===== config.mk =====
export PLATFORM = sky130hd
export DESIGN_NAME = mips_id_ex_control_flat
export DESIGN_NICKNAME = d
export VERILOG_FILES = /design/src/rtl/mips_id_ex_control_if.sv /design/src/rtl/mips_id_ex_control.sv /design/src/flat_wrapper.sv
export SDC_FILE = /design/constraint.sdc
export NUM_CORES = 1
export LEC_CHECK = 0
export ABC_AREA = 1
export ABC_CLOCK_PERIOD_IN_PS = 3500
export BUFFER_PORTS_ARGS = -buffer_cell sky130_fd_sc_hd__buf_4
export CAP_MARGIN = 15
export CORE_UTILIZATION = 53
export CTS_BUF_LIST = sky130_fd_sc_hd__clkbuf_4
export DETAILED_ROUTE_END_ITERATION = 8
export HOLD_SLACK_MARGIN = 0.03
export MAX_ROUTING_LAYER = met4
export PLACE_DENSITY = 0.9
export SYNTH_ARGS = -nofsm -noshare
export SYNTH_HDL_FRONTEND = slang
export SYNTH_SLANG_ARGS = --single-unit

===== constraint.sdc =====
create_clock -name clk -period 3.5 [get_ports clk]
set_input_delay 0.175 -clock clk [delete_from_list [all_inputs] [get_ports clk]]
set_output_delay 0.175 -clock clk [all_outputs]
set_load 0.02 [all_outputs]

===== src/rtl/mips_id_ex_control_if.sv =====
`default_nettype none
// ============================================================================
// Module      : mips_id_ex_control_if
// Description : Bundles the ID-stage inputs and the ID/EX control outputs of
//               mips_id_ex_control.
//               master : the pipeline side. It drives opcode/id_rs/id_rt/flush
//                        and consumes the stall enables and the EX bundle.
//               slave  : the control block.
// Ports       : opcode[5:0], id_rs[4:0], id_rt[4:0], flush        (to slave)
//               pc_write, ifid_write, ex_* control bits,
//               ex_alu_op[ALUOP_W-1:0], ex_rt[4:0]                (from slave)
// Revision    : 1.0 - initial release
// ============================================================================
interface mips_id_ex_control_if #(
  parameter int ALUOP_W = 3
);
  logic [5:0]         opcode;
  logic [4:0]         id_rs;
  logic [4:0]         id_rt;
  logic               flush;
  logic               pc_write;
  logic               ifid_write;
  logic               ex_reg_dst;
  logic               ex_alu_src;
  logic               ex_mem_to_reg;
  logic               ex_reg_write;
  logic               ex_mem_read;
  logic               ex_mem_write;
  logic               ex_branch;
  logic               ex_branch_ne;
  logic               ex_jump;
  logic               ex_sign_zero;
  logic [ALUOP_W-1:0] ex_alu_op;
  logic [4:0]         ex_rt;

  modport master (
    output opcode, id_rs, id_rt, flush,
    input  pc_write, ifid_write,
    input  ex_reg_dst, ex_alu_src, ex_mem_to_reg, ex_reg_write, ex_mem_read,
    input  ex_mem_write, ex_branch, ex_branch_ne, ex_jump, ex_sign_zero,
    input  ex_alu_op, ex_rt
  );

  modport slave (
    input  opcode, id_rs, id_rt, flush,
    output pc_write, ifid_write,
    output ex_reg_dst, ex_alu_src, ex_mem_to_reg, ex_reg_write, ex_mem_read,
    output ex_mem_write, ex_branch, ex_branch_ne, ex_jump, ex_sign_zero,
    output ex_alu_op, ex_rt
  );
endinterface
`default_nettype wire


===== src/rtl/mips_id_ex_control.sv =====
`default_nettype none
// ============================================================================
// Module      : mips_id_ex_control
// Description : MIPS main control decoder with ID/EX pipeline register and
//               load-use hazard detection. Decodes the ID opcode, registers
//               the control bundle into EX, stalls PC and IF/ID for
//               LOAD_STALL cycles on a load-use hazard (inserting bubbles),
//               and squashes the ID/EX bundle on flush.
// Ports       : clk    - rising-edge clock
//               reset  - synchronous, active-high
//               bus    - mips_id_ex_control_if.slave (ID inputs, stall
//                        enables, registered EX control bundle)
// Parameters  : ALUOP_W (>=3), EXT_OPS (0/1), LOAD_STALL (1..7)
// Revision    : 1.0 - initial release
// ============================================================================
module mips_id_ex_control #(
  parameter int ALUOP_W    = 3,
  parameter int EXT_OPS    = 1,
  parameter int LOAD_STALL = 1
) (
  input wire logic             clk,
  input wire logic             reset,
  mips_id_ex_control_if.slave  bus
);

  // --------------------------------------------------------------------------
  // Opcodes
  // --------------------------------------------------------------------------
  localparam logic [5:0] c_OP_RTYPE = 6'b000000;
  localparam logic [5:0] c_OP_LW    = 6'b100011;
  localparam logic [5:0] c_OP_SW    = 6'b101011;
  localparam logic [5:0] c_OP_BEQ   = 6'b000100;
  localparam logic [5:0] c_OP_BNE   = 6'b000101;
  localparam logic [5:0] c_OP_ADDI  = 6'b001000;
  localparam logic [5:0] c_OP_ANDI  = 6'b001100;
  localparam logic [5:0] c_OP_ORI   = 6'b001101;
  localparam logic [5:0] c_OP_SLTI  = 6'b001010;
  localparam logic [5:0] c_OP_J     = 6'b000010;

  // Counter value loaded when entering STALL: the first stall cycle is spent
  // in RUN, the remaining LOAD_STALL-1 in STALL.
  localparam logic [2:0] c_STALL_INIT = 3'(LOAD_STALL - 1);

  typedef enum logic [0:0] {
    S_RUN   = 1'b0,
    S_STALL = 1'b1
  } state_t;

  // --------------------------------------------------------------------------
  // Declarations
  // --------------------------------------------------------------------------
  logic               w_reg_dst;
  logic               w_alu_src;
  logic               w_mem_to_reg;
  logic               w_reg_write;
  logic               w_mem_read;
  logic               w_mem_write;
  logic               w_branch;
  logic               w_branch_ne;
  logic               w_jump;
  logic               w_sign_zero;
  logic [2:0]         w_alu_op3;
  logic [ALUOP_W-1:0] w_alu_op;

  logic               w_hazard;
  logic               w_stall;
  logic               w_bubble;
  state_t             w_state_nxt;
  logic [2:0]         w_cnt_nxt;

  state_t             r_state;
  logic [2:0]         r_cnt;

  logic               r_reg_dst;
  logic               r_alu_src;
  logic               r_mem_to_reg;
  logic               r_reg_write;
  logic               r_mem_read;
  logic               r_mem_write;
  logic               r_branch;
  logic               r_branch_ne;
  logic               r_jump;
  logic               r_sign_zero;
  logic [ALUOP_W-1:0] r_alu_op;
  logic [4:0]         r_rt;

  // --------------------------------------------------------------------------
  // Main decoder. Extended opcodes fall through to the all-zero bundle when
  // EXT_OPS is 0.
  // --------------------------------------------------------------------------
  always_comb begin
    w_reg_dst    = 1'b0;
    w_alu_src    = 1'b0;
    w_mem_to_reg = 1'b0;
    w_reg_write  = 1'b0;
    w_mem_read   = 1'b0;
    w_mem_write  = 1'b0;
    w_branch     = 1'b0;
    w_branch_ne  = 1'b0;
    w_jump       = 1'b0;
    w_sign_zero  = 1'b0;
    w_alu_op3    = 3'b000;
    case (bus.opcode)
      c_OP_RTYPE: begin
        w_reg_dst   = 1'b1;
        w_reg_write = 1'b1;
        w_alu_op3   = 3'b010;
      end
      c_OP_LW: begin
        w_alu_src    = 1'b1;
        w_mem_to_reg = 1'b1;
        w_reg_write  = 1'b1;
        w_mem_read   = 1'b1;
      end
      c_OP_SW: begin
        w_alu_src   = 1'b1;
        w_mem_write = 1'b1;
      end
      c_OP_BEQ: begin
        w_branch  = 1'b1;
        w_alu_op3 = 3'b001;
      end
      c_OP_BNE: begin
        if (EXT_OPS != 0) begin
          w_branch_ne = 1'b1;
          w_alu_op3   = 3'b001;
        end
      end
      c_OP_ADDI: begin
        if (EXT_OPS != 0) begin
          w_alu_src   = 1'b1;
          w_reg_write = 1'b1;
        end
      end
      c_OP_ANDI: begin
        if (EXT_OPS != 0) begin
          w_alu_src   = 1'b1;
          w_reg_write = 1'b1;
          w_sign_zero = 1'b1;
          w_alu_op3   = 3'b011;
        end
      end
      c_OP_ORI: begin
        if (EXT_OPS != 0) begin
          w_alu_src   = 1'b1;
          w_reg_write = 1'b1;
          w_sign_zero = 1'b1;
          w_alu_op3   = 3'b100;
        end
      end
      c_OP_SLTI: begin
        if (EXT_OPS != 0) begin
          w_alu_src   = 1'b1;
          w_reg_write = 1'b1;
          w_alu_op3   = 3'b101;
        end
      end
      c_OP_J: begin
        if (EXT_OPS != 0) begin
          w_jump = 1'b1;
        end
      end
      default: begin
      end
    endcase
  end

  // ALU op is zero-extended to the configured width.
  generate
    if (ALUOP_W > 3) begin : g_aluop_wide
      assign w_alu_op = {{(ALUOP_W-3){1'b0}}, w_alu_op3};
    end else begin : g_aluop_min
      assign w_alu_op = w_alu_op3;
    end
  endgenerate

  // --------------------------------------------------------------------------
  // Load-use hazard: the load now in EX writes a register the ID instruction
  // reads. Register 0 never creates a dependency.
  // --------------------------------------------------------------------------
  assign w_hazard = r_mem_read & (r_rt != 5'd0) &
                    ((r_rt == bus.id_rs) | (r_rt == bus.id_rt));

  // --------------------------------------------------------------------------
  // Stall FSM: state register
  // --------------------------------------------------------------------------
  always_ff @(posedge clk) begin
    if (reset) begin
      r_state <= S_RUN;
      r_cnt   <= 3'd0;
    end else begin
      r_state <= w_state_nxt;
      r_cnt   <= w_cnt_nxt;
    end
  end

  // --------------------------------------------------------------------------
  // Stall FSM: next state and stall request. Flush overrides everything and
  // aborts any stall in progress.
  // --------------------------------------------------------------------------
  always_comb begin
    w_state_nxt = r_state;
    w_cnt_nxt   = r_cnt;
    w_stall     = 1'b0;
    if (bus.flush) begin
      w_state_nxt = S_RUN;
      w_cnt_nxt   = 3'd0;
    end else begin
      case (r_state)
        S_RUN: begin
          if (w_hazard) begin
            w_stall = 1'b1;
            if (LOAD_STALL > 1) begin
              w_state_nxt = S_STALL;
              w_cnt_nxt   = c_STALL_INIT;
            end
          end
        end
        S_STALL: begin
          w_stall   = 1'b1;
          w_cnt_nxt = r_cnt - 3'd1;
          // cnt<=1 also catches a corrupted zero count, so STALL cannot hang.
          if (r_cnt <= 3'd1) begin
            w_state_nxt = S_RUN;
            w_cnt_nxt   = 3'd0;
          end
        end
        default: begin
          w_state_nxt = S_RUN;
          w_cnt_nxt   = 3'd0;
        end
      endcase
    end
  end

  // Reset keeps the front end moving.
  assign bus.pc_write   = reset | ~w_stall;
  assign bus.ifid_write = reset | ~w_stall;

  // A bubble is loaded for both stalls and flushes.
  assign w_bubble = bus.flush | w_stall;

  // --------------------------------------------------------------------------
  // ID/EX pipeline register
  // --------------------------------------------------------------------------
  always_ff @(posedge clk) begin
    if (reset || w_bubble) begin
      r_reg_dst    <= 1'b0;
      r_alu_src    <= 1'b0;
      r_mem_to_reg <= 1'b0;
      r_reg_write  <= 1'b0;
      r_mem_read   <= 1'b0;
      r_mem_write  <= 1'b0;
      r_branch     <= 1'b0;
      r_branch_ne  <= 1'b0;
      r_jump       <= 1'b0;
      r_sign_zero  <= 1'b0;
      r_alu_op     <= '0;
      r_rt         <= 5'd0;
    end else begin
      r_reg_dst    <= w_reg_dst;
      r_alu_src    <= w_alu_src;
      r_mem_to_reg <= w_mem_to_reg;
      r_reg_write  <= w_reg_write;
      r_mem_read   <= w_mem_read;
      r_mem_write  <= w_mem_write;
      r_branch     <= w_branch;
      r_branch_ne  <= w_branch_ne;
      r_jump       <= w_jump;
      r_sign_zero  <= w_sign_zero;
      r_alu_op     <= w_alu_op;
      r_rt         <= bus.id_rt;
    end
  end

  assign bus.ex_reg_dst    = r_reg_dst;
  assign bus.ex_alu_src    = r_alu_src;
  assign bus.ex_mem_to_reg = r_mem_to_reg;
  assign bus.ex_reg_write  = r_reg_write;
  assign bus.ex_mem_read   = r_mem_read;
  assign bus.ex_mem_write  = r_mem_write;
  assign bus.ex_branch     = r_branch;
  assign bus.ex_branch_ne  = r_branch_ne;
  assign bus.ex_jump       = r_jump;
  assign bus.ex_sign_zero  = r_sign_zero;
  assign bus.ex_alu_op     = r_alu_op;
  assign bus.ex_rt         = r_rt;

endmodule
`default_nettype wire

===== src/flat_wrapper.sv =====
// flat-port wrapper written by rule: the top's interface ports become plain ports
module mips_id_ex_control_flat 
#(
  parameter int ALUOP_W    = 3,
  parameter int EXT_OPS    = 1,
  parameter int LOAD_STALL = 1
)
  (clk, reset, bus_opcode, bus_id_rs, bus_id_rt, bus_flush, bus_pc_write, bus_ifid_write, bus_ex_reg_dst, bus_ex_alu_src, bus_ex_mem_to_reg, bus_ex_reg_write, bus_ex_mem_read, bus_ex_mem_write, bus_ex_branch, bus_ex_branch_ne, bus_ex_jump, bus_ex_sign_zero, bus_ex_alu_op, bus_ex_rt);
  mips_id_ex_control_if #(.ALUOP_W(ALUOP_W)) bus_i ();
  input wire logic clk;
  input wire logic reset;
  input wire logic [$bits(bus_i.opcode)-1:0] bus_opcode;
  input wire logic [$bits(bus_i.id_rs)-1:0] bus_id_rs;
  input wire logic [$bits(bus_i.id_rt)-1:0] bus_id_rt;
  input wire logic [$bits(bus_i.flush)-1:0] bus_flush;
  output wire logic [$bits(bus_i.pc_write)-1:0] bus_pc_write;
  output wire logic [$bits(bus_i.ifid_write)-1:0] bus_ifid_write;
  output wire logic [$bits(bus_i.ex_reg_dst)-1:0] bus_ex_reg_dst;
  output wire logic [$bits(bus_i.ex_alu_src)-1:0] bus_ex_alu_src;
  output wire logic [$bits(bus_i.ex_mem_to_reg)-1:0] bus_ex_mem_to_reg;
  output wire logic [$bits(bus_i.ex_reg_write)-1:0] bus_ex_reg_write;
  output wire logic [$bits(bus_i.ex_mem_read)-1:0] bus_ex_mem_read;
  output wire logic [$bits(bus_i.ex_mem_write)-1:0] bus_ex_mem_write;
  output wire logic [$bits(bus_i.ex_branch)-1:0] bus_ex_branch;
  output wire logic [$bits(bus_i.ex_branch_ne)-1:0] bus_ex_branch_ne;
  output wire logic [$bits(bus_i.ex_jump)-1:0] bus_ex_jump;
  output wire logic [$bits(bus_i.ex_sign_zero)-1:0] bus_ex_sign_zero;
  output wire logic [$bits(bus_i.ex_alu_op)-1:0] bus_ex_alu_op;
  output wire logic [$bits(bus_i.ex_rt)-1:0] bus_ex_rt;
  assign bus_i.opcode = bus_opcode;
  assign bus_i.id_rs = bus_id_rs;
  assign bus_i.id_rt = bus_id_rt;
  assign bus_i.flush = bus_flush;
  assign bus_pc_write = bus_i.pc_write;
  assign bus_ifid_write = bus_i.ifid_write;
  assign bus_ex_reg_dst = bus_i.ex_reg_dst;
  assign bus_ex_alu_src = bus_i.ex_alu_src;
  assign bus_ex_mem_to_reg = bus_i.ex_mem_to_reg;
  assign bus_ex_reg_write = bus_i.ex_reg_write;
  assign bus_ex_mem_read = bus_i.ex_mem_read;
  assign bus_ex_mem_write = bus_i.ex_mem_write;
  assign bus_ex_branch = bus_i.ex_branch;
  assign bus_ex_branch_ne = bus_i.ex_branch_ne;
  assign bus_ex_jump = bus_i.ex_jump;
  assign bus_ex_sign_zero = bus_i.ex_sign_zero;
  assign bus_ex_alu_op = bus_i.ex_alu_op;
  assign bus_ex_rt = bus_i.ex_rt;
  mips_id_ex_control #(.ALUOP_W(ALUOP_W), .EXT_OPS(EXT_OPS), .LOAD_STALL(LOAD_STALL)) u_core (.clk(clk), .reset(reset), .bus(bus_i));
endmodule

======== After elaboration in Yosys (flattened, before gate mapping) ========
Cells that the tools add are included.
cells by class
  $add $sub $neg .......................... 1
  $mul .................................... 0
  div/mod/pow operators ................... 0
  magnitude comparators ................... 1
  eq/ne operators ......................... 11
  shift-type cells ........................ 0
  multiplexer cells ....................... 15
  bitwise operators ....................... 7
  reduce and logical (&&, ||, !) cells .... 9
operators by type and width
  operator                                                         number
  == test 6 x 4 -> 1 bit (second input constant)                   4
  one-hot mux 3 bit (5 select lines)                               1
  == test 6 x 3 -> 1 bit (second input constant)                   2
  == test 6 bit (second input constant)                            2
  2-to-1 mux 1 bit                                                 12
  OR reduction 6 bit                                               2
  == test 5 bit                                                    2
  == test 6 x 2 -> 1 bit (second input constant)                   1
  logical NOT 6 bit                                                1
  OR reduction 2 bit                                               3
  nonzero test 5 bit                                               1
  less-or-equal comparator 3 x 1 -> 1 bit (second input constant)  1
  2-to-1 mux 3 bit                                                 1
  OR 1 bit                                                         3
  OR reduction 3 bit                                               1
  subtractor 3 x 1 -> 3 bit (second input constant)                1
  bitwise AND 1 bit                                                2
  NOT 1 bit                                                        2
  one-hot mux 1 bit (2 select lines)                               1
  logical OR 1 bit                                                 1
word-level totals
  flip-flop bits (word level) ............. 21
  latch bits .............................. 0
  memory bits (writable) .................. 0
  memory bits (read-only) ................. 0
  bits of input ports ..................... 19
  output and inout bits ................... 20
  word-level logic and storage cells ...... 57
  memories kept ........................... 0

======== Longest topological paths before layout ========
Gate-level depths: netlist of run 1.
  depth in word-level cells ............... 8
  mapped depth ............................ 10
  gate-level depth less buffers ........... 9

======== Least setup slack after synthesis of run 1 ========
No wires, ideal clock.
  path type ............................... register to output
  start ................................... reg u_core.r_rt[4] (netlist: u_core.bus.ex_rt[4])
  end ..................................... out bus_pc_write
  data arrival time ....................... 1.347 ns
  data required time ...................... 3.325 ns
  path slack .............................. 1.978 ns
  stages on the path, launching flop included .. 11
  path buffers ............................ 1
  path through ............................ dfxtp_1 -> inv_1 -> nand2_1 -> nand2_1 -> nor2_1 -> nand3_1 -> nand2_1 -> nand2_2 -> nand2_1 -> nand2_1 -> buf_4
between the ends
  cells in the longest elaborated chain, start to end .. 8
  elaborated cells between the ends (all ways) .. 11
  those cells by class .................... 2 x eq/ne; 3 x mux; 5 x bitwise; 1 x reduce/logical
ends and longest elaborated chain
  element                                                     line                                                  text
  start, declared                                             mips_id_ex_control.sv:85                              logic [4:0] r_rt;
  start signal, assigned                                      mips_id_ex_control.sv:272                             r_rt <= bus.id_rt;
  == test 5 bit / nonzero test 5 bit (equally long branches)  mips_id_ex_control.sv:182, mips_id_ex_control.sv:181
  OR 1 bit / bitwise AND 1 bit (equally long branches)        mips_id_ex_control.sv:182, mips_id_ex_control.sv:181
  bitwise AND 1 bit *                                         mips_id_ex_control.sv:181                             assign w_hazard = r_mem_read & (r_rt != 5'd0) &
  2-to-1 mux 1 bit *                                          mips_id_ex_control.sv:211                             if (w_hazard) begin
  one-hot mux 1 bit (2 select lines) *                        mips_id_ex_control.sv:209                             case (r_state)
  2-to-1 mux 1 bit *                                          mips_id_ex_control.sv:205                             if (bus.flush) begin
  NOT 1 bit *                                                 n/a
  OR 1 bit *                                                  n/a
  end, declared                                               flat_wrapper.sv:16                                    output wire logic [$bits(bus_i.pc_write)-1:0] bus_pc_write;
Every way passes the cells marked *; elsewhere a longest branch is shown, timed or not.

======== Final worst setup path of run 1 ========
  start ................................... reg u_core.r_rt[3] (netlist: u_core.bus.ex_rt[3])
  end ..................................... out bus_ifid_write
between the ends
  cells in the longest elaborated chain, start to end .. 8
  elaborated cells between the ends (all ways) .. 11
  those cells by class .................... 2 x eq/ne; 3 x mux; 5 x bitwise; 1 x reduce/logical
ends and longest elaborated chain
  element                                                     line                                                  text
  == test 5 bit / nonzero test 5 bit (equally long branches)  mips_id_ex_control.sv:182, mips_id_ex_control.sv:181
  OR 1 bit / bitwise AND 1 bit (equally long branches)        mips_id_ex_control.sv:182, mips_id_ex_control.sv:181
  bitwise AND 1 bit *                                         mips_id_ex_control.sv:181
  2-to-1 mux 1 bit *                                          mips_id_ex_control.sv:211
  one-hot mux 1 bit (2 select lines) *                        mips_id_ex_control.sv:209
  2-to-1 mux 1 bit *                                          mips_id_ex_control.sv:205
  NOT 1 bit *                                                 mips_id_ex_control.sv:238                             assign bus.ifid_write = reset | ~w_stall;
  OR 1 bit *                                                  mips_id_ex_control.sv:238
  end, declared                                               flat_wrapper.sv:17                                    output wire logic [$bits(bus_i.ifid_write)-1:0] bus_ifid_write;
Marked as above.

==> results of run 1 <==
-- logic make-up (layout without fill, tap and decap cells) --
family | after synthesis | count (layout) | share of synthesized area, %
flip-flops | 21 | 21 | 41.6
AO/OA/AOI/OAI | 6 | 6 | 3.35
buffers and inverters | 33 | 72 | 13.8
AND/OR/NAND/NOR | 85 | 85 | 36.2
adder cells (fa/ha/maj) | 2 | 2 | 2.48
XOR/XNOR | 3 | 3 | 2.60
-- worst paths after layout --
path	to	slack [ns]	cells after the start
worst min register to register	u_core.r_cnt[1]	0.53	2
worst min-delay path	u_core.bus.ex_rt[3]	0.11	3
worst max-delay path	bus_ifid_write	1.83	10
worst max register to register	u_core.bus.ex_branch_ne	2.25	9
-- metal layers --
metal	vias up	wire [µm]	part of all wire (%)	global-route usage (%)
met5	-	0	0	-
met4	0	12	0.58	9.09
met3	2	98	4.7	2.38
met2	29	1130	54	43.7
met1	462	834	40	18.5
li1	534	-	-	-
-- cell type report --
type / count / area share, %
inverter: 30 / 8.47
timing repair buffer: 38 / 21.4
tap: 25 / 2.35
sequential: 21 / 31.6
multi-input combinational: 96 / 33.9
clock buffer: 4 / 2.26
-- worst min-delay path, stage by stage --
cell,delay [ns]
buf_4,0.08
inv_1,0.04
nor2_1,0.08
-- power groups by stage --
stage                     Clock, µW  Combinational [µW]  Sequential (µW)
after floorplan                   0                28.4              254
after global placement            0                59.2              250
after detailed placement          0                61.0              251
after CTS                       121                61.2              245
after global routing            129                67.9              246
final                           120                61.1              245
-- Yosys cell counts, types with 2 or more instances --
master   instances  area [µm²]
o21ai_0          2        10.0
nand2_1         32         120
buf_4            2        15.0
xnor2_1          2        17.5
ha_1             2        25.0
nand4_1          6        37.5
nor2_1          34         128
inv_1           30         113
nor3_1           3        15.0
dfxtp_1         21         420
a21oi_1          2        10.0
nand3_1          7        35.0
-- stage by stage --
step                util, %  hold slack, ns  power, µW  setup slack, ns
global route           75.4           0.123        443             1.68
global placement       73.7           0.407        310             2.17
finish                 75.4           0.107        426             1.83
detailed placement     73.7           0.417        312             2.14
CTS                    75.4           0.102        428             1.81
floorplan                 -           0.287        283             1.98
==> impl_results.md, run 1 <==
- Worst-path clk slew: 0.11 ns
- Tot GR Track Use: 21.2%
- Boundary Pins: 39
- Clock power share: 28.1%
- Layout cell share with drive strength beyond 1: about a quarter
- Clock root buffer: clkbuf_4
- CTS tree: done
- Worst-path maximum fanout: 4
- Peak supply drop: 0.296 mV
- Crit-path most repeated cell: nand2_1
- Final slew viol count: 0
- Residual DRC: 0
- Worst skew pair latency: roughly 0.29 ns
- Post-synth ARST share: 0%
- Die Area: 2080 µm²
- Fill cell count: ~160
- IO Port Bufs: 38
- Crit end category: output port
- Cts bufs inserted: 3
- Tightest Hold Check Type: in2reg
- P per Cell Area: around 320 nW/µm²
- Vias per inst: 4.80
- Clk_skew: 0.00803 ns
- Die X: 45.6 µm
- Kind of cell adding the most delay to the critical path: simple AND/OR/NAND/NOR gates
- Largest net degree at the start of global routing: 18
- Initial antenna violation count: 0
- CP required: 3.32 ns
- Syn_nets: 171
- Synth cell types: 19
- Max-Cap Viols: 0
- Slowest cell delay on critical path: 0.39 ns
- Critical path buffers and inverters: 2
- Final WL: 2080 µm
- CP Launch Point: u_core.bus.ex_rt[3]
- Hpwl dp: roughly 1700 µm
- Number of synthesized flops with an enable pin: 0
- Routed wire length per instance: 9.70 µm
- Switching pwr: 103 µW
- Final period util: 47.8%
- Fmax: 597 MHz
- Setup TNS: 0 ns
- Hold Violations, Final: 0
- Post-CTS sizing: 0
- LEAKAGE: 0.000710 µW
- Synth Area per Inst: around 6.7 µm²
- Mapped cell area: between 1000 and 1500 µm²
- Initial Utilization: 57.2%
- WP data arrival: about 1.5 ns
- Slowest-stage cell, CP: dfxtp_1
- Crit Path Class: reg2out
- Design area: 1330 µm²
- Ys Warns: 0
- Vias: between 1,000 and 1,500
- Ys flop type: dfxtp_1
- Die height: approximately 46 µm
- Final nets: 211
- Normalized max-slew margin: 75.7%
- Seq pwr share: about 58%
- # diodes: 0
- Num rows: 15
- Worst path cell trace: inv_1, nand2_1, nand2_1, nor2_1, nand3_1, nand2_1, nand2_2, nand2_1, nand2_1, buf_4
- Worst reg2reg startpoint: u_core.bus.ex_rt[3]
- Most frequent cells in the layout: buf_4 (38), nor2_1 (34), nand2_1 (32)
- Comb pwr share: between 10% and 20%
- ANT nets after route: 0
- Crit path time final: roughly 1.7 ns
- Synth Register Bits: 21
- Status: complete, no violations
- Register Area: 420 µm²
- H-Tree Depth: 1
- Fin cells: ~210
- Internal power: 323 µW
- Iter 0 DRT Violations: 22
- Cell Area, Placed: 1300 µm²
- Final Setup Violations: 0
- Number of global-route vias before repair: just under 900
- Max reg flops: 5
- Register area share after synthesis: 41.6%
- GPL Wtd Cong: 0.741
- RSZ-0062 raised after global routing: false
- First-pass GRT wire length: 3080 µm
- Clk sinks: 21
- P&R area growth vs syn: 31.7%
- Core area: 1760 µm²
- Total grt overflow: 0
- Worst-Margin Slew: 0.363 ns
- CTS max path bufs: 2
- Pre-Repair DR Iteration Count: 4
- Most common cell after layout, fill and taps aside: buf_4
- Cell count after synthesis: 150
- Hold-fix buffers, CTS: 0
- Area taken by multi-input logic gates: 450 µm²
- Post-CTS setup buffer count: 0
- Worst setup SP type: flop
- Worst Min Path Start: bus_id_rt[3]
- Placed Cells: 210
- Net Sw Frac: 24.2%
(Power assumes the default switching activity.)
==> inputs of run 2 (changes only) <==
--- a/config.mk
+++ b/config.mk
@@ -6,15 +6,15 @@
 export NUM_CORES = 1
 export LEC_CHECK = 0
 export ABC_AREA = 1
-export ABC_CLOCK_PERIOD_IN_PS = 3500
+export ABC_CLOCK_PERIOD_IN_PS = 1620
 export BUFFER_PORTS_ARGS = -buffer_cell sky130_fd_sc_hd__buf_4
 export CAP_MARGIN = 15
-export CORE_UTILIZATION = 53
+export CORE_UTILIZATION = 49
 export CTS_BUF_LIST = sky130_fd_sc_hd__clkbuf_4
 export DETAILED_ROUTE_END_ITERATION = 8
 export HOLD_SLACK_MARGIN = 0.03
 export MAX_ROUTING_LAYER = met4
-export PLACE_DENSITY = 0.9
+export PLACE_DENSITY = 0.84
 export SYNTH_ARGS = -nofsm -noshare
 export SYNTH_HDL_FRONTEND = slang
 export SYNTH_SLANG_ARGS = --single-unit
==> constraint.sdc (replaced) <==
create_clock -name clk -period 1.62 [get_ports clk]
set_input_delay 0.081 -clock clk [delete_from_list [all_inputs] [get_ports clk]]
set_output_delay 0.081 -clock clk [all_outputs]
set_load 0.02 [all_outputs]
==> impl_results.md, run 2 (synthesized netlist as in run 1, its figures left out) <==
- Final WL: 2100 µm
- ANT nets after route: 0
- Register Area: 432 µm²
- Crit Path Class: reg2out
- Dpl ws: 0.374 ns
- Initial antenna violation count: 0
- Tot GR Track Use: 20.0%
- Clock root buffer: clkbuf_4
- Met2 wire len: 1110 µm
- Clk_skew: approximately 0.0080 ns
- # diodes: 0
- DRT met1 WL: 863 µm
- Final slew viol count: 0
- WP data arrival: 1.45 ns
- Most frequent cells in the layout: buf_4 (34), nor2_1 (33), inv_1 (29), nand2_1 (29), dfxtp_1 (16)
- Crit path time final: 1.53 ns
- Peak supply drop: 0.524 mV
- First-pass GRT wire length: 3080 µm
- H-Tree Depth: 1
- Num rows: 16
- CTS tree: done
- Cts bufs inserted: 3
- Routed wire length per instance: 9.58 µm
- Setup WS post-layout: a little over 0.09 ns
- Hold Violations, Final: 0
- Boundary Pins: 39
- Vias: ~1,000
- Largest net degree at the start of global routing: 18
- WHS Path Cells: 3
- Die X: about 47 µm
- Area taken by multi-input logic gates: 460 µm²
- P per Cell Area: 652 nW/µm²
- Most common cell after layout, fill and taps aside: buf_4
- RSZ-0062 raised after global routing: true
- Initial Utilization: 52.0%
- Iter 0 DRT Violations: 14
- Residual DRC: 0
- Layout cell share with drive strength beyond 1: between 20% and 30%
- Total grt overflow: 0
- Max-Cap Viols: 0
- Setup TNS: 0 ns
- CP required: 1.54 ns
- Die height: 47.4 µm
- Final nets: 214
- Worst skew pair latency: 0.30 ns
- Crit end category: output port
- Normalized max-slew margin: 74.1%
- Worst-Margin Slew: 0.388 ns
- Fill cell count: 164
- Metal3 WL: 114 µm
- Core area: 1940 µm²
- Tightest Hold Check Type: in2reg
- Final period util: 94.4%
- Number of global-route vias before repair: 826
- Max reg flops: 5
- CTS max path bufs: 2
- Vias per inst: 4.72
- LEAKAGE: 0.000745 µW
- Die Area: 2250 µm²
- FF-to-FF path depth: 9
- GPL Wtd Cong: about 0.84
- Worst-path maximum fanout: 4
- Worst setup SP type: flop
- P&R area growth vs syn: 38.5%
- Clk sinks: 21
- Pre-Repair DR Iteration Count: 4
- Status: complete, no violations
- Worst-path clk slew: 0.11 ns
- DR top layer: met4
- IO Port Bufs: 38
- Hpwl dp: 1630 µm
- Final Setup Violations: 0
- Fmax: around 650 MHz
run 2: what timing repair did:
item | CTS | global route
gates resized for setup | 0 | 16
setup endpoints to repair | 0 | 2
hold endpoints to repair | 5 | 0
setup buffers | 0 | 0
hold buffers | 5 | 0
run 2: cell type report:
class	instances	share of cell area (%)
timing repair buffer	41	23.8
clock inverter	1	0.358
sequential	21	30.9
inverter	30	8.05
clock buffer	3	1.61
tap	27	2.42
multi-input combinational	96	32.9
run 2: layer usage:
| metal | vias to the layer above | track usage [%] |
|---|---|---|
| met1 | 458 | 20.4 |
| li1 | 538 | - |
| met4 | 0 | 8.00 |
| met5 | - | - |
| met2 | 35 | 37.3 |
| met3 | 2 | 3.08 |
run 2: path summary, 6_finish.rpt:
check / startpoint / to / slack [ns]
hold reg to reg: u_core.r_cnt[1] / u_core.r_cnt[1] / 0.50
setup reg to reg: u_core.bus.ex_rt[3] / u_core.bus.ex_reg_dst / 0.37
setup / recovery: u_core.bus.ex_rt[3] / bus_ifid_write / 0.09
hold / removal: bus_opcode[1] / u_core.bus.ex_jump / 0.07
run 2: critical path: stages, from the launching register on:
cell	delay (ns)
dfxtp_2	0.37
inv_1	0.07
nand2_1	0.07
nand2_1	0.06
nor2_1	0.08
nand3_1	0.08
nand2_1	0.07
nand2_2	0.08
nand2_2	0.06
nand2_2	0.06
buf_6	0.15
run 2: where the power goes:
group	total [µW]	switching (µW)	internal [µW]
registers	529	6.72	522
clock network	242	150	91.9
logic	141	73.4	67.8
total	912	230	682
run 2: metrics by stage:
| stage | instances | hold slack, ns | util [%] | area [µm²] | power, µW |
|---|---|---|---|---|---|
| 4_1_cts | 221 | 0.0596 | 71.1 | 1380 | 927 |
| 5_1_grt | 219 | 0.0761 | 72.0 | 1400 | 960 |
| 3_3_place_gp | 212 | 0.315 | 67.1 | 1300 | 669 |
| 2_1_floorplan | 150 | 0.193 | - | 1010 | 611 |
| 3_5_place_dp | 212 | 0.324 | 67.1 | 1300 | 673 |
| 6_report | 219 | 0.0684 | 72.0 | 1400 | 912 |
==> inputs of run 3 (changes only) <==
--- a/config.mk
+++ b/config.mk
@@ -6,15 +6,15 @@
 export NUM_CORES = 1
 export LEC_CHECK = 0
 export ABC_AREA = 1
-export ABC_CLOCK_PERIOD_IN_PS = 1620
+export ABC_CLOCK_PERIOD_IN_PS = 1350
 export BUFFER_PORTS_ARGS = -buffer_cell sky130_fd_sc_hd__buf_4
 export CAP_MARGIN = 15
-export CORE_UTILIZATION = 49
+export CORE_UTILIZATION = 45
 export CTS_BUF_LIST = sky130_fd_sc_hd__clkbuf_4
 export DETAILED_ROUTE_END_ITERATION = 8
 export HOLD_SLACK_MARGIN = 0.03
 export MAX_ROUTING_LAYER = met4
-export PLACE_DENSITY = 0.84
+export PLACE_DENSITY = 0.81
 export SYNTH_ARGS = -nofsm -noshare
 export SYNTH_HDL_FRONTEND = slang
 export SYNTH_SLANG_ARGS = --single-unit
==> constraint.sdc (replaced) <==
create_clock -name clk -period 1.35 [get_ports clk]
set_input_delay 0.0675 -clock clk [delete_from_list [all_inputs] [get_ports clk]]
set_output_delay 0.0675 -clock clk [all_outputs]
set_load 0.02 [all_outputs]
==> impl_results.md, run 3 (synthesized netlist as in run 1, its figures left out) <==
- Worst Min Path Start: bus_opcode[1]
- # diodes: 0
- Critical path buffers and inverters: 4
- Final nets: 217
- Flop2flop setup slack: around 0.030 ns
- Vias per inst: between 4 and 5
- Hpwl dp: between 1500 and 2000 µm
- Core area: 2040 µm²
- WHS Path Cells: 3
- Crit-path most repeated cell: nand2_2
- Clk_skew: 0.00890 ns
- GPL Wtd Cong: 0.855
- Clk sinks: 21
- Final slew viol count: 0
- Failing checks: setup timing
- P&R area growth vs syn: 41.3%
- IO Port Bufs: 38
- CP required: 1.28 ns
- Worst reg2reg startpoint: u_core.bus.ex_rt[3]
- Num rows: 16
- Most frequent cells in the layout: buf_4 (37), nor2_1 (33), inv_1 (27)
- ANT nets after route: 0
- Pre-Repair DR Iteration Count: 4
- Hold endpoint: u_core.bus.ex_jump
- Total grt overflow: 0
- Slowest-stage cell, CP: dfxtp_2
- FF-to-FF path depth: 8
- Initial antenna violation count: 0
- Boundary Pins: 39
- Worst-path maximum fanout: 4
- Final period util: 117%
- Fmax: 633 MHz
- Die Area: 2440 µm²
- Final WL: 2210 µm
- Most common cell after layout, fill and taps aside: buf_4
- Worst hold margin: 0.0556 ns
- Vias: 1,057
- RSZ-0062 raised after global routing: true
- Largest net degree at the start of global routing: 18
- Initial Utilization: 49.4%
- CP Launch Point: u_core.bus.ex_rt[3]
- Design area: approximately 1400 µm²
- Crit Path Class: reg2out
- Cell Area, Placed: between 1000 and 1500 µm²
- Normalized max-slew margin: 74.8%
- LEAKAGE: 0.000741 µW
- Layout cell share with drive strength beyond 1: around 31%
- CTS tree: done
- Crit path time final: between 1.5 and 2 ns
- First-pass GRT wire length: 3780 µm
- Peak supply drop: slightly below 0.5 mV
- Tightest Hold Check Type: in2reg
- P per Cell Area: 775 nW/µm²
- Tot GR Track Use: between 20 and 25%
- CTS max path bufs: 2
- Number of global-route vias before repair: 979
- Max reg flops: 5
- Worst setup SP type: flop
- Setup WS post-layout: -0.229 ns
- Hold Violations, Final: 0
- Final Setup Violations: 2
- Worst path cell trace: inv_2, buf_4, nand4_1, o21ai_1, inv_1, nand2_2, nand2_2, nand2_2, buf_6
- Kind of cell adding the most delay to the critical path: buffers and inverters
- Crit end category: output port
- Cts bufs inserted: 3
- Iter 0 DRT Violations: 10
- Worst-path clk slew: ~0.12 ns
- Routed wire length per instance: 9.94 µm
- R2R Path End: u_core.bus.ex_alu_op[2]
- Clock root buffer: clkbuf_4
- Dpl ws: 0.144 ns
- Worst-Margin Slew: 0.377 ns
- Residual DRC: 0
- Status: finished with violations
- Max-Cap Viols: 0
- Power Total: approximately 1100 µW
- Die height: 49.4 µm
- Setup TNS: -0.455 ns
- Slowest cell delay on critical path: 0.36 ns
- H-Tree Depth: 1
- Die X: 49.4 µm
- WP data arrival: 1.51 ns
- Worst skew pair latency: 0.30 ns
[run 3: cell type report]
class	instances	area, µm²
inverters	30	113
multi-input cells	96	468
repair buffers	44	350
well taps	27	33.8
fillers	192	616
flip-flops and latches	21	434
clock inverters	1	5.00
clock buffers	3	22.5
[run 3: per-stage QoR]
stage | cells | utilization (%)
2_1_floorplan | 150 | -
3_3_place_gp | 212 | 64.1
6_report | 222 | 69.9
5_1_grt | 222 | 69.9
3_5_place_dp | 212 | 64.1
4_1_cts | 221 | 68.6
[run 3: tightest hold or removal path, stage by stage]
cell and delay (ns):
buf_4 0.13, nand4_1 0.08, nor2_1 0.04
[run 3: timing repair]
item / 4_1_cts / 5_1_grt
hold buffers: 5 / 0
endpoints found under the hold margin: 5 / 0
resized for setup: 8 / 7
pin swaps: 5 / 8
buffers inserted: 0 / 1
endpoints found under the setup margin: 2 / 18
[run 3: routing by layer]
layer,share of wire [%],up-vias,GRT usage [%]
met5,0,-,-
met4,1.1,0,8.10
li1,-,542,-
met3,4.5,4,2.80
met2,53,29,36.8
met1,41,482,21.8
[run 3: worst max path at each step]
stage | endpoint | slack, ns | cells past startpoint
6_report | bus_ifid_write | -0.23 | 9
5_1_grt | bus_ifid_write | -0.32 | 10
2_1_floorplan | bus_pc_write | 0.03 | 10
4_1_cts | bus_ifid_write | -0.17 | 10
3_3_place_gp | bus_ifid_write | 0.17 | 10
3_5_place_dp | bus_ifid_write | 0.14 | 10
[run 3: report_power, final]
| part | switching [µW] | total, µW | internal (µW) |
|---|---|---|---|
| Sequential | 8.56 | 634 | 625 |
| Combinational | 92.2 | 179 | 86.9 |
| Clock | 182 | 292 | 110 |
